File: config.mk
export PLATFORM = sky130hd
export DESIGN_NAME = fifo_wr_arbiter
export DESIGN_NICKNAME = d
export VERILOG_FILES = /design/src/rtl/fifo_pkg.sv /design/src/rtl/gray_ptr_sync.sv /design/src/rtl/fifo_wr_arbiter.sv
export SDC_FILE = /design/constraint.sdc
export NUM_CORES = 1
export LEC_CHECK = 0
export ABC_AREA = 1
export CAP_MARGIN = 20
export CORE_AREA = 4 4 80 82
export DETAILED_ROUTE_END_ITERATION = 7
export DIE_AREA = 0 0 84 86
export SYNTH_ARGS = -nofsm -noshare
export SYNTH_HDL_FRONTEND = slang
export SYNTH_HIERARCHICAL = 1
export SYNTH_SLANG_ARGS = --single-unit
File: constraint.sdc
create_clock -name clk -period 3.4 [get_ports clk]
set_clock_uncertainty 0.2 [all_clocks]
set_input_delay 0.51 -clock clk [delete_from_list [all_inputs] [get_ports clk]]
set_output_delay 0.51 -clock clk [all_outputs]
set_load 0.1 [all_outputs]
File: src/rtl/fifo_pkg.sv
// fifo_pkg: shared constants and Gray-code helpers for the async FIFO controllers.
// Latency: n/a (package; functions are pure combinational).
// Backpressure: n/a.
package fifo_pkg;

  localparam int ADDR_W_DEF = 4;
  localparam int DATA_W_DEF = 8;

  // Widest pointer the helpers handle. Callers zero-extend narrower pointers in
  // and truncate the result back; the extra high bits stay zero through both
  // conversions, so the low bits are exactly the narrow-width answer.
  localparam int PTR_MAX_W = 32;

  function automatic logic [PTR_MAX_W-1:0] bin2gray(input logic [PTR_MAX_W-1:0] bin);
    return bin ^ (bin >> 1);
  endfunction

  function automatic logic [PTR_MAX_W-1:0] gray2bin(input logic [PTR_MAX_W-1:0] gray);
    logic [PTR_MAX_W-1:0] bin;
    bin[PTR_MAX_W-1] = gray[PTR_MAX_W-1];
    for (int i = PTR_MAX_W - 2; i >= 0; i--) begin
      bin[i] = bin[i+1] ^ gray[i];
    end
    return bin;
  endfunction

endpackage

File: src/rtl/gray_ptr_sync.sv
// gray_ptr_sync: multi-flop synchroniser for a Gray pointer crossing clock domains.
// Latency: STAGES cycles of the destination clock.
// Backpressure: none; free-running every cycle.
// Ports: clk/reset_n destination clock and async active-low reset,
//        ptr_i Gray pointer from the other domain, ptr_o synchronised copy.
module gray_ptr_sync #(
  parameter int W      = 5,
  parameter int STAGES = 2
) (
  input  logic         clk,
  input  logic         reset_n,
  input  logic [W-1:0] ptr_i,
  output logic [W-1:0] ptr_o
);

  logic [W-1:0] sync_q [STAGES];

  always_ff @(posedge clk or negedge reset_n) begin
    if (!reset_n) begin
      for (int i = 0; i < STAGES; i++) sync_q[i] <= '0;
    end else begin
      sync_q[0] <= ptr_i;
      for (int i = 1; i < STAGES; i++) sync_q[i] <= sync_q[i-1];
    end
  end

  assign ptr_o = sync_q[STAGES-1];

endmodule

File: src/rtl/fifo_wr_arbiter.sv
// fifo_wr_arbiter: round-robin write-port arbiter and write-pointer owner for the async FIFO.
// Latency: transfer in cycle T -> mem_we in T+1; wr_ptr_gray follows one cycle after that.
// Backpressure: both readys drop while full; full clears only via the synchronised read pointer.
// Ports: req0/req1 valid/ready/data requesters; rd_ptr_gray from the read domain;
//        mem_we/mem_waddr/mem_wdata to the RAM; wr_ptr_gray to the read domain;
//        full/almost_full/level status in the write domain.
module fifo_wr_arbiter
  import fifo_pkg::*;
#(
  parameter int ADDR_W       = ADDR_W_DEF,
  parameter int DATA_W       = DATA_W_DEF,
  parameter int SYNC_STAGES  = 2,
  parameter int AFULL_THRESH = 12
) (
  input  logic              clk,
  input  logic              reset_n,
  input  logic              req0_valid,
  input  logic [DATA_W-1:0] req0_data,
  output logic              req0_ready,
  input  logic              req1_valid,
  input  logic [DATA_W-1:0] req1_data,
  output logic              req1_ready,
  input  logic [ADDR_W:0]   rd_ptr_gray,
  output logic              mem_we,
  output logic [ADDR_W-1:0] mem_waddr,
  output logic [DATA_W-1:0] mem_wdata,
  output logic [ADDR_W:0]   wr_ptr_gray,
  output logic              full,
  output logic              almost_full,
  output logic [ADDR_W:0]   level
);

  localparam int            PW        = ADDR_W + 1;
  localparam logic [PW-1:0] AFULL_LVL = PW'(AFULL_THRESH);

  logic [PW-1:0]     wr_bin_q, wr_bin_d;
  logic [PW-1:0]     wr_gray_q, wr_gray_next;
  logic [PW-1:0]     level_q, level_d;
  logic              full_q, full_d;
  logic              afull_q, afull_d;
  logic              prio_q, prio_d;       // 0: req0 wins a tie, 1: req1 wins
  logic              mem_we_q;
  logic [ADDR_W-1:0] mem_waddr_q;
  logic [DATA_W-1:0] mem_wdata_q;

  logic [PW-1:0]     rd_gray_s, rd_bin_s, full_cmp;
  logic              gnt0, gnt1, xfer;
  logic [DATA_W-1:0] xfer_dat;

  gray_ptr_sync #(
    .W      (PW),
    .STAGES (SYNC_STAGES)
  ) u_rd_sync (
    .clk     (clk),
    .reset_n (reset_n),
    .ptr_i   (rd_ptr_gray),
    .ptr_o   (rd_gray_s)
  );

  always_comb begin
    gnt0     = req0_valid & (~req1_valid | ~prio_q);
    gnt1     = req1_valid & (~req0_valid |  prio_q);
    xfer     = (gnt0 | gnt1) & ~full_q;
    xfer_dat = gnt1 ? req1_data : req0_data;
    // The winner of a transfer hands priority to the other requester.
    prio_d   = xfer ? gnt0 : prio_q;

    wr_bin_d     = wr_bin_q + PW'(xfer);
    wr_gray_next = PW'(bin2gray(PTR_MAX_W'(wr_bin_d)));
    rd_bin_s     = PW'(gray2bin(PTR_MAX_W'(rd_gray_s)));

    // Full when the writer is exactly one lap ahead: in Gray that is the read
    // pointer with its top two bits inverted.
    full_cmp = {~rd_gray_s[ADDR_W:ADDR_W-1], rd_gray_s[ADDR_W-2:0]};
    full_d   = (wr_gray_next == full_cmp);
    level_d  = wr_bin_d - rd_bin_s;
    afull_d  = (level_d >= AFULL_LVL);
  end

  always_ff @(posedge clk or negedge reset_n) begin
    if (!reset_n) begin
      wr_bin_q    <= '0;
      wr_gray_q   <= '0;
      level_q     <= '0;
      full_q      <= 1'b0;
      afull_q     <= 1'b0;
      prio_q      <= 1'b0;
      mem_we_q    <= 1'b0;
      mem_waddr_q <= '0;
      mem_wdata_q <= '0;
    end else begin
      wr_bin_q  <= wr_bin_d;
      // Published from the current wr_bin, so it moves only once the RAM write
      // for that slot has been issued and can never run ahead of the data.
      wr_gray_q <= PW'(bin2gray(PTR_MAX_W'(wr_bin_q)));
      level_q   <= level_d;
      full_q    <= full_d;
      afull_q   <= afull_d;
      prio_q    <= prio_d;
      mem_we_q  <= xfer;
      if (xfer) begin
        mem_waddr_q <= wr_bin_q[ADDR_W-1:0];
        mem_wdata_q <= xfer_dat;
      end
    end
  end

  assign req0_ready  = gnt0 & ~full_q;
  assign req1_ready  = gnt1 & ~full_q;
  assign mem_we      = mem_we_q;
  assign mem_waddr   = mem_waddr_q;
  assign mem_wdata   = mem_wdata_q;
  assign wr_ptr_gray = wr_gray_q;
  assign full        = full_q;
  assign almost_full = afull_q;
  assign level       = level_q;

endmodule

==> results of run 1 <==
-- cell usage after synthesis --
| cell type | n | share of area (%) |
|---|---|---|
| dfrtp_1 | 41 | 55 |
| o211ai_1 | 1 | 0.40 |
| and2_1 | 1 | 0.33 |
| nor2_2 | 1 | 0.33 |
| nand2_2 | 3 | 1.0 |
| fa_1 | 1 | 1.1 |
| inv_2 | 1 | 0.20 |
| nand2_1 | 48 | 9.6 |
| xnor2_2 | 1 | 0.87 |
| nor2_1 | 4 | 0.80 |
| o21ai_0 | 15 | 4.0 |
| buf_4 | 7 | 2.8 |
| o21ai_1 | 3 | 0.80 |
| xnor2_1 | 1 | 0.47 |
| nand3_2 | 2 | 1.1 |
| xor2_4 | 1 | 1.5 |
| buf_2 | 1 | 0.27 |
| o21ai_4 | 1 | 0.87 |
| nand4_1 | 1 | 0.33 |
| nand3_1 | 8 | 2.1 |
| ha_1 | 7 | 4.7 |
| a21oi_1 | 2 | 0.54 |
| inv_1 | 30 | 6.0 |
| nor2_4 | 1 | 0.60 |
| xor2_1 | 8 | 3.7 |
| nand2_4 | 1 | 0.60 |
-- registers in the layout, indices dropped and copies added (netlist names) --
signal            count
level                 5
almost_full           1
full                  1
wr_bin_q              5
u_rd_sync/sync_q      5
u_rd_sync/ptr_o       5
mem_we                1
wr_ptr_gray           5
mem_wdata             8
prio_q                1
mem_waddr             4
-- final cells by class --
cell class	instances	area [um2]	area share, %
Clock buffer	5	68.82	2.757
Clock inverter	3	65.06	2.607
Inverter	31	116.4	4.662
Multi-Input combinational cell	111	669.4	26.82
Sequential cell	41	1027	41.15
Tap cell	75	93.84	3.759
Timing Repair Buffer	53	455.4	18.25
-- cells by family after synthesis --
logic type	Yosys count	share of synthesized area, %
and+or+nand+nor	70	16.87
AOI/OAI and AO/OA	22	6.627
DFF	41	54.89
buffers and inverters	39	9.304
xor gates and xnor gates	11	6.560
adders and majority gates	8	5.756
-- worst paths after layout --
check	start	endpoint	slack, ps	depth (start not counted)
max	req1_valid	almost_full$_DFF_PN0_	460	14
min	reset_n	mem_wdata[2]$_DFFE_PN0P_	140	1
max reg2reg	prio_q$_DFFE_PN0P_	almost_full$_DFF_PN0_	780	13
min reg2reg	u_rd_sync/sync_q[7]$_DFF_PN0_	u_rd_sync/ptr_o[2]$_DFF_PN0_	150	0
max in group asynchronous	reset_n	full$_DFF_PN0_	2250	1
min in group clk	u_rd_sync/sync_q[7]$_DFF_PN0_	u_rd_sync/ptr_o[2]$_DFF_PN0_	150	0
-- per-stage QoR --
| stage | util, % | area (um2) | hold slack (ps) |
|---|---|---|---|
| floorplan | - | 1871 | 14.41 |
| detailed placement | 41.12 | 2362 | 134.7 |
| global placement | 41.12 | 2362 | 131.4 |
| finish | 43.45 | 2496 | 139.5 |
| global route | 43.45 | 2496 | 155.0 |
| CTS | 43.45 | 2496 | 152.3 |
-- worst max-delay path, stage by stage --
cell,delay [ps]
clkdlybuf4s50_1,520
nand2_1,70
nand3_1,90
inv_1,80
nor2_4,110
inv_1,80
ha_1,200
ha_1,340
inv_1,80
fa_1,440
inv_1,80
nand4_1,110
nand3_1,110
nand3_1,80
-- per-layer routing --
layer | track usage, % | wire [um] | part of all wire [%]
met5 | 0 | 0 | 0
met4 | 3.070 | 44 | 1.3
met3 | 5.379 | 366 | 11
met2 | 15.55 | 1303 | 39
met1 | 13.04 | 1645 | 49
-- layout by cell type (no fill, tap or decap), types with 2 or more instances in the layout --
cell type | netlist | routed
o21ai_0 | 15 | 15
nand2_2 | 3 | 3
nand3_2 | 2 | 2
bufinv_16 | 0 | 2
dfrtp_1 | 41 | 40
o21ai_1 | 3 | 3
a21oi_1 | 2 | 2
buf_4 | 7 | 28
xor2_1 | 8 | 8
nand2_1 | 48 | 48
nand3_1 | 8 | 8
clkdlybuf4s50_1 | 0 | 24
clkbuf_8 | 0 | 5
inv_1 | 30 | 30
ha_1 | 7 | 7
nor2_1 | 4 | 4
==> results.cfg, run 1 <==
[outcome]
run_status = finished clean

[floorplanning]
ioPinCount = 52
initial_core_util_pct = 32.53
die_y_um = 86
die_area_um2 = 7224
core_area_um2 = 5746
rows = 28
die_w_um = 84

[timing]
fin_setup_tns_ps = 0
post-route-period-util_pct = 86.35
layout_setup_ws_ps = 464.0
setup-violations-final = 0
min_period_ps = 2936
rsz0062_at_grt = no
max_slew.worst_pin.slew_ps = 959.3
timing.fmax_mhz = 340.6
finalHoldViolCount = 0
maxSlewViolCount = 0
slew_headroom_pct = 35.84

[drt]
antenna_left = 0
drt_first_pass_iters = 4
first_iter_violations = 40
num_vias = 1309
wl_per_cell_um = 10.53
post_drt_via_cell_ratio = 4.103
wl_um = 3360
drcViolationCount = 0

[placed_design]
gp_congestion = 0.8109
io_buffers = 51
hpwl_um = 2502
pre_cts_slack_ps = 142.0
place_inst = 311

[yosys]
ys_seq_elements = 41
syn-cell-area_um2 = 1869
synth_warnings = 6
syn_avg_cell_area_um2 = 9.787
syn_nets = 224
yosysSeqAreaShare_pct = 54.89
syn-instance-count = 191
netlist-cell-type-count = 26

[clock_network]
clkSlewWorstSetupHoldPaths_ps = 80
cts.path.max_buffers = 2
cts_resized = 0
holdBufCountCts = 0
tritoncts = yes
cts_setup_buffers = 0
clk_latency_ps = 290
clockRootBuffer = clkbuf_8
h-tree-depth = 2
cts_inserted_buffers = 5
cts_sinks = 41

[worst_setup_path]
cp.required_ps = 3370
setup.worst_path.start_class = input port
crit_arrival_ps = 2910
path_max_fanout = 5
cp-end-kind = flip-flop
criticalPathCategory = in -> reg

[global_route]
grt_pass1_wl_um = 5885
grt_pass1_vias = 1265
antenna_found_initial = 0
grt_max_degree = 42
grt_overflow_total = 0
grt_usage_pct = 10.35

[run]
cap_violations = 0

[worst_hold_path]
hold_path.class = in -> async

[layout]
n_fill_cell = 561
n_antenna_cell = 0
nets = 276
areaGrowthSynthToFinish_pct = 33.53
drive_above_1_share_pct = 20.49
finalNonFillerCells = 319
Power of run 1 is left out: the tool's default activity adds up to more than one toggle a clock period on the data nets, which glitch-free logic cannot reach.
==> inputs of run 2 (changes only) <==
RECOVER_POWER = 100   (was not set)
==> run 2 against run 1 <==
Net effect:
- the run now ends with capacitance limit, slew limit left
- utilization is 2.0 points lower
- wire length is 0.86% higher
- fmax is 2.4% lower
- sequential share of layout area grew 1.9 points
- largest cell class unchanged
- highest routed layer unchanged
==> results.cfg, run 2 (synthesis results as in run 1) <==
[floorplanning]
rows = 28
die_area_um2 = 7224
core_area_um2 = 5746
initial_core_util_pct = 32.53
die_w_um = 84
die_y_um = 86
ioPinCount = 52

[layout]
n_fill_cell = 595
areaGrowthSynthToFinish_pct = 27.51
largest_reg_flops = 8
n_antenna_cell = 0
nets = 276
final_cell_mix = 49 x nand2_1, 40 x dfrtp_1, 30 x inv_1
drive_above_1_share_pct = 8.197
layout_commonest_cell = nand2_1
final_util_pct = 41.49
finalNonFillerCells = 319

[clock_network]
cts_inserted_buffers = 5
clk_latency_ps = 290
cts_sinks = 41
cts_resized = 0
h-tree-depth = 2
tritoncts = yes
holdBufCountCts = 0
clockRootBuffer = clkbuf_8
cts_setup_buffers = 0
clkSlewWorstSetupHoldPaths_ps = 70
cts.path.max_buffers = 2

[run]
cap_violations = 1

[placed_design]
place_inst = 311
hpwl_um = 2502
gp_congestion = 0.8109
pre_cts_slack_ps = 142.0
io_buffers = 51

[worst_setup_path]
crit_arrival_ps = 2980
reg2reg_from = prio_q$_DFFE_PN0P_
r2r-end = almost_full$_DFF_PN0_
reg2reg_depth = 13
endpoint = almost_full$_DFF_PN0_
cp-startpoint = req1_valid
reg2reg_slack_ps = 780
cp.required_ps = 3370
path_max_fanout = 5
criticalPathCategory = in -> reg
cp-end-kind = flip-flop
setup.worst_path.start_class = input port

[timing]
maxSlewViolCount = 42
timing.fmax_mhz = 332.5
max_slew.worst_pin.slew_ps = 2151
post-route-period-util_pct = 88.45
slew_headroom_pct = -43.43
layout_setup_ws_ps = 392.8
finalHoldViolCount = 0
min_period_ps = 3007
rsz0062_at_grt = no
fin_setup_tns_ps = 0
setup-violations-final = 0

[drt]
first_iter_violations = 37
num_vias = 1312
antenna_left = 0
wl_per_cell_um = 10.62
drcViolationCount = 0
wl_um = 3389
post_drt_via_cell_ratio = 4.113
drt_first_pass_iters = 4

[global_route]
grt_max_degree = 42
grt_usage_pct = 10.35
grt_overflow_total = 0
grt_pass1_wl_um = 5885
grt_pass1_vias = 1265
antenna_found_initial = 0

[outcome]
run_status = complete, but fails checks
violations = capacitance limit, slew limit

[worst_hold_path]
hp-start = u_rd_sync/sync_q[7]$_DFF_PN0_
hold_path.class = reg -> reg
holdPathStages = 0
[run 2: changes by cell type in the layout (fill, tap and decap cells not counted), moves of 3 or more]
| cell | change |
|---|---|
| clkdlybuf4s50_1 | -7 |
| buf_4 | -27 |
| dlygate4sd3_1 | +7 |
| o21ai_1 | -3 |
| o21ai_0 | +3 |
| clkbuf_1 | +28 |
[run 2: final cells by class]
class | instances | area (um2) | share of cell area, %
Sequential cell | 41 | 1027 | 43.10
Tap cell | 75 | 93.84 | 3.937
Inverter | 31 | 116.4 | 4.882
Timing Repair Buffer | 53 | 352.8 | 14.80
Multi-Input combinational cell | 111 | 659.4 | 27.66
Clock buffer | 5 | 68.82 | 2.887
Clock inverter | 3 | 65.06 | 2.730
[run 2: metal layers]
metal / part of all wire, % / GRT usage [%]
met5: 0 / 0
met4: 1.3 / 3.070
met3: 10 / 5.379
met2: 39 / 15.55
met1: 50 / 13.04
[run 2: critical path, stage by stage]
cell and delay [ps]:
dlygate4sd3_1 590, nand2_1 70, nand3_1 90, inv_1 80, nor2_4 110, inv_1 80, ha_1 200, ha_1 340
inv_1 80, fa_1 440, inv_1 80, nand4_1 110, nand3_1 110, nand3_1 80
[run 2: how the worst min path moves through the flow]
stage          slack (ps)                            to
6_report              150  u_rd_sync/ptr_o[2]$_DFF_PN0_
5_1_grt               160  u_rd_sync/ptr_o[2]$_DFF_PN0_
2_1_floorplan          10         almost_full$_DFF_PN0_
4_1_cts               150  u_rd_sync/ptr_o[0]$_DFF_PN0_
3_5_place_dp          130  u_rd_sync/ptr_o[0]$_DFF_PN0_
3_3_place_gp          130  u_rd_sync/ptr_o[2]$_DFF_PN0_
[run 2: per-stage QoR]
stage / instance area [um2] / hold WS (ps)
CTS: 2496 / 152.3
global route: 2384 / 155.0
detailed placement: 2362 / 134.7
finish: 2384 / 150.2
floorplan: 1871 / 14.41
global placement: 2362 / 131.4
Power of run 2 is left out for the same reason.
==> inputs of run 3 (changes only) <==
SYNTH_HIERARCHICAL = not set   (was 1)
==> run 3 against run 2 <==
Net effect:
- the run still ends with capacitance limit, slew limit left
- fmax about the same
- utilization decreased by 0.37 points
- largest cell class unchanged
- hold slack improved by 0.94 ps
- flip-flop and latch count unchanged
- setup slack got worse by 1.0 ps
- wire length increased by 1.9%
- global-route usage increased by 0.17 points
- sequential share of layout area increased by 0.39 points
- cell count increased by 0.63%
==> results.cfg, run 3 <==
[outcome]
run_status = complete, but fails checks
violations = capacitance limit, slew limit

[drt]
antenna_left = 0
post_drt_via_cell_ratio = 4.196
first_iter_violations = 55
wl_per_cell_um = 10.75
num_vias = 1347
drt_first_pass_iters = 4
drcViolationCount = 0
wl_um = 3452

[floorplanning]
die_w_um = 84
die_y_um = 86
ioPinCount = 52
rows = 28
die_area_um2 = 7224
initial_core_util_pct = 32.67
core_area_um2 = 5746

[layout]
drive_above_1_share_pct = 10.98
design_area_um2 = 2362
n_antenna_cell = 0
largest_reg_flops = 8
regArea_um2 = 1027
n_fill_cell = 623
nets = 278
final_cell_mix = 45 x nand2_1, 40 x dfrtp_1, 30 x inv_1
areaGrowthSynthToFinish_pct = 25.87
layout_commonest_cell = nand2_1
multi_input_area_um2 = 688.2

[worst_setup_path]
cp-end-kind = flip-flop
path_common_cell = inv_1
crit_arrival_ps = 2990
critPathBufInv = 5
cpMaxStageDelayCell = dlygate4sd3_1
crit_family = adder cells
path_max_fanout = 4
max_stage_delay_ps = 600
criticalPathCategory = in -> reg
crit_path_cell_trace = dlygate4sd3_1, nand2_1, nand3_1, inv_1, nor2_4, inv_1, ha_1, ha_1, inv_1, fa_1, inv_1, nand4_1, nand3_1, nand3_1
setup.worst_path.start_class = input port
cp.required_ps = 3380

[yosys]
synth_edf_count = 0
synth_warnings = 0
syn_nets = 221
synth_top_area_share_pct = 54.67
netlist-cell-type-count = 27
synthTopCellsByArea = dfrtp_1 55%, nand2_1 8.8%, inv_1 6.0%
synth-main-ff-cell = dfrtp_1
syn-cell-area_um2 = 1877
syn_avg_cell_area_um2 = 9.983
syn-instance-count = 188
yosysSeqAreaShare_pct = 54.67
synth_most_common_cell = nand2_1
synthArstFlopShare_pct = 100.0
synthTopCellsByCount = 44 x nand2_1, 41 x dfrtp_1, 30 x inv_1, 17 x o21ai_0, 9 x xor2_1
yosysTopAreaCell = dfrtp_1
ys_seq_elements = 41

[placed_design]
placed_area_um2 = 2411
io_buffers = 51
gp_congestion = 0.7736
hpwl_um = 2560

[clock_network]
holdBufCountCts = 0
cts_resized = 0
clk_latency_ps = 290
clkSlewWorstSetupHoldPaths_ps = 80
cts_setup_buffers = 0
tritoncts = yes
cts.path.max_buffers = 2
cts_inserted_buffers = 5
h-tree-depth = 2
cts_sinks = 41
clockRootBuffer = clkbuf_8

[global_route]
top_usage_layer = met2
grt_use_met3_pct = 3.939
grt_pass1_vias = 1389
grt_usage_pct = 10.52
grt_util_met1_pct = 13.43
grt_overflow_total = 0
grt_max_degree = 42
grt_pass1_wl_um = 6037
grt_util_met2_pct = 16.12
antenna_found_initial = 0

[worst_hold_path]
hold_path.class = reg -> reg

[timing]
timing.fmax_mhz = 332.4
fin_setup_tns_ps = 0
rsz0062_at_grt = no
slew_headroom_pct = -43.41
max_slew.worst_pin.slew_ps = 2151
finalHoldViolCount = 0
post-route-period-util_pct = 88.48
min_period_ps = 3008
setup-violations-final = 0
maxSlewViolCount = 42

[run]
cap_violations = 1
## run 3: changes by cell type in the layout (fill, tap and decap cells not counted), sizes merged
cell	previous run	this run
clkinvlp	0	1
clkinv	1	2
inv	31	32
xor2	9	11
clkbuf	33	34
nand3	10	11
dlygate4sd3	7	6
xnor2	2	1
nor2	6	5
a21oi	2	1
bufinv	2	0
or2	0	1
## run 3: area by class of cell
class	instances	share of cell area (%)
timing repair buffer	53	14.67
clock buffer	5	2.913
tap	75	3.972
clock inverter	3	0.7415
multi-input combinational	112	29.13
inverter	32	5.085
sequential	41	43.49
## run 3: worst paths after layout
check	start	endpoint	slack, ps	cells after the start
hold / removal	u_rd_sync.sync_q[8]$_DFF_PN0_	u_rd_sync.ptr_o[3]$_DFF_PN0_	150	0
max in group asynchronous	reset_n	full$_DFF_PN0_	980	1
hold reg to reg	u_rd_sync.sync_q[8]$_DFF_PN0_	u_rd_sync.ptr_o[3]$_DFF_PN0_	150	0
min in group asynchronous	reset_n	mem_wdata[1]$_DFFE_PN0P_	640	1
setup / recovery	req1_valid	almost_full$_DFF_PN0_	390	14
setup reg to reg	prio_q$_DFFE_PN0P_	almost_full$_DFF_PN0_	790	13
## run 3: metal layers
layer  vias up  share of wire, %
met4         0               1.7
met1       592                50
met3         9               8.7
met2        54                39
li1        692                 -
met5         -                 0
## run 3: cells by family (layout without fill, tap and decap cells)
| group | after synthesis | count (layout) | share of synthesized area (%) |
|---|---|---|---|
| flip-flops | 41 | 41 | 54.67 |
| XOR/XNOR | 12 | 12 | 8.001 |
| AO/OA/AOI/OAI | 21 | 21 | 6.333 |
| AND/OR/NAND/NOR | 71 | 71 | 18.13 |
| buffers and inverters | 35 | 93 | 7.133 |
| adder cells (fa/ha/maj) | 8 | 8 | 5.733 |
## run 3: metrics by stage
step,utilization [%],worst slack (ps),std cells,hold slack (ps)
after floorplan,-,93.16,188,14.41
after global placement,41.96,186.1,313,131.1
after detailed placement,41.96,157.3,313,134.7
after CTS,43.47,448.6,321,153.4
after global routing,41.12,117.4,321,164.2
final,41.12,391.8,321,151.2
Power of run 3 is left out for the same reason.
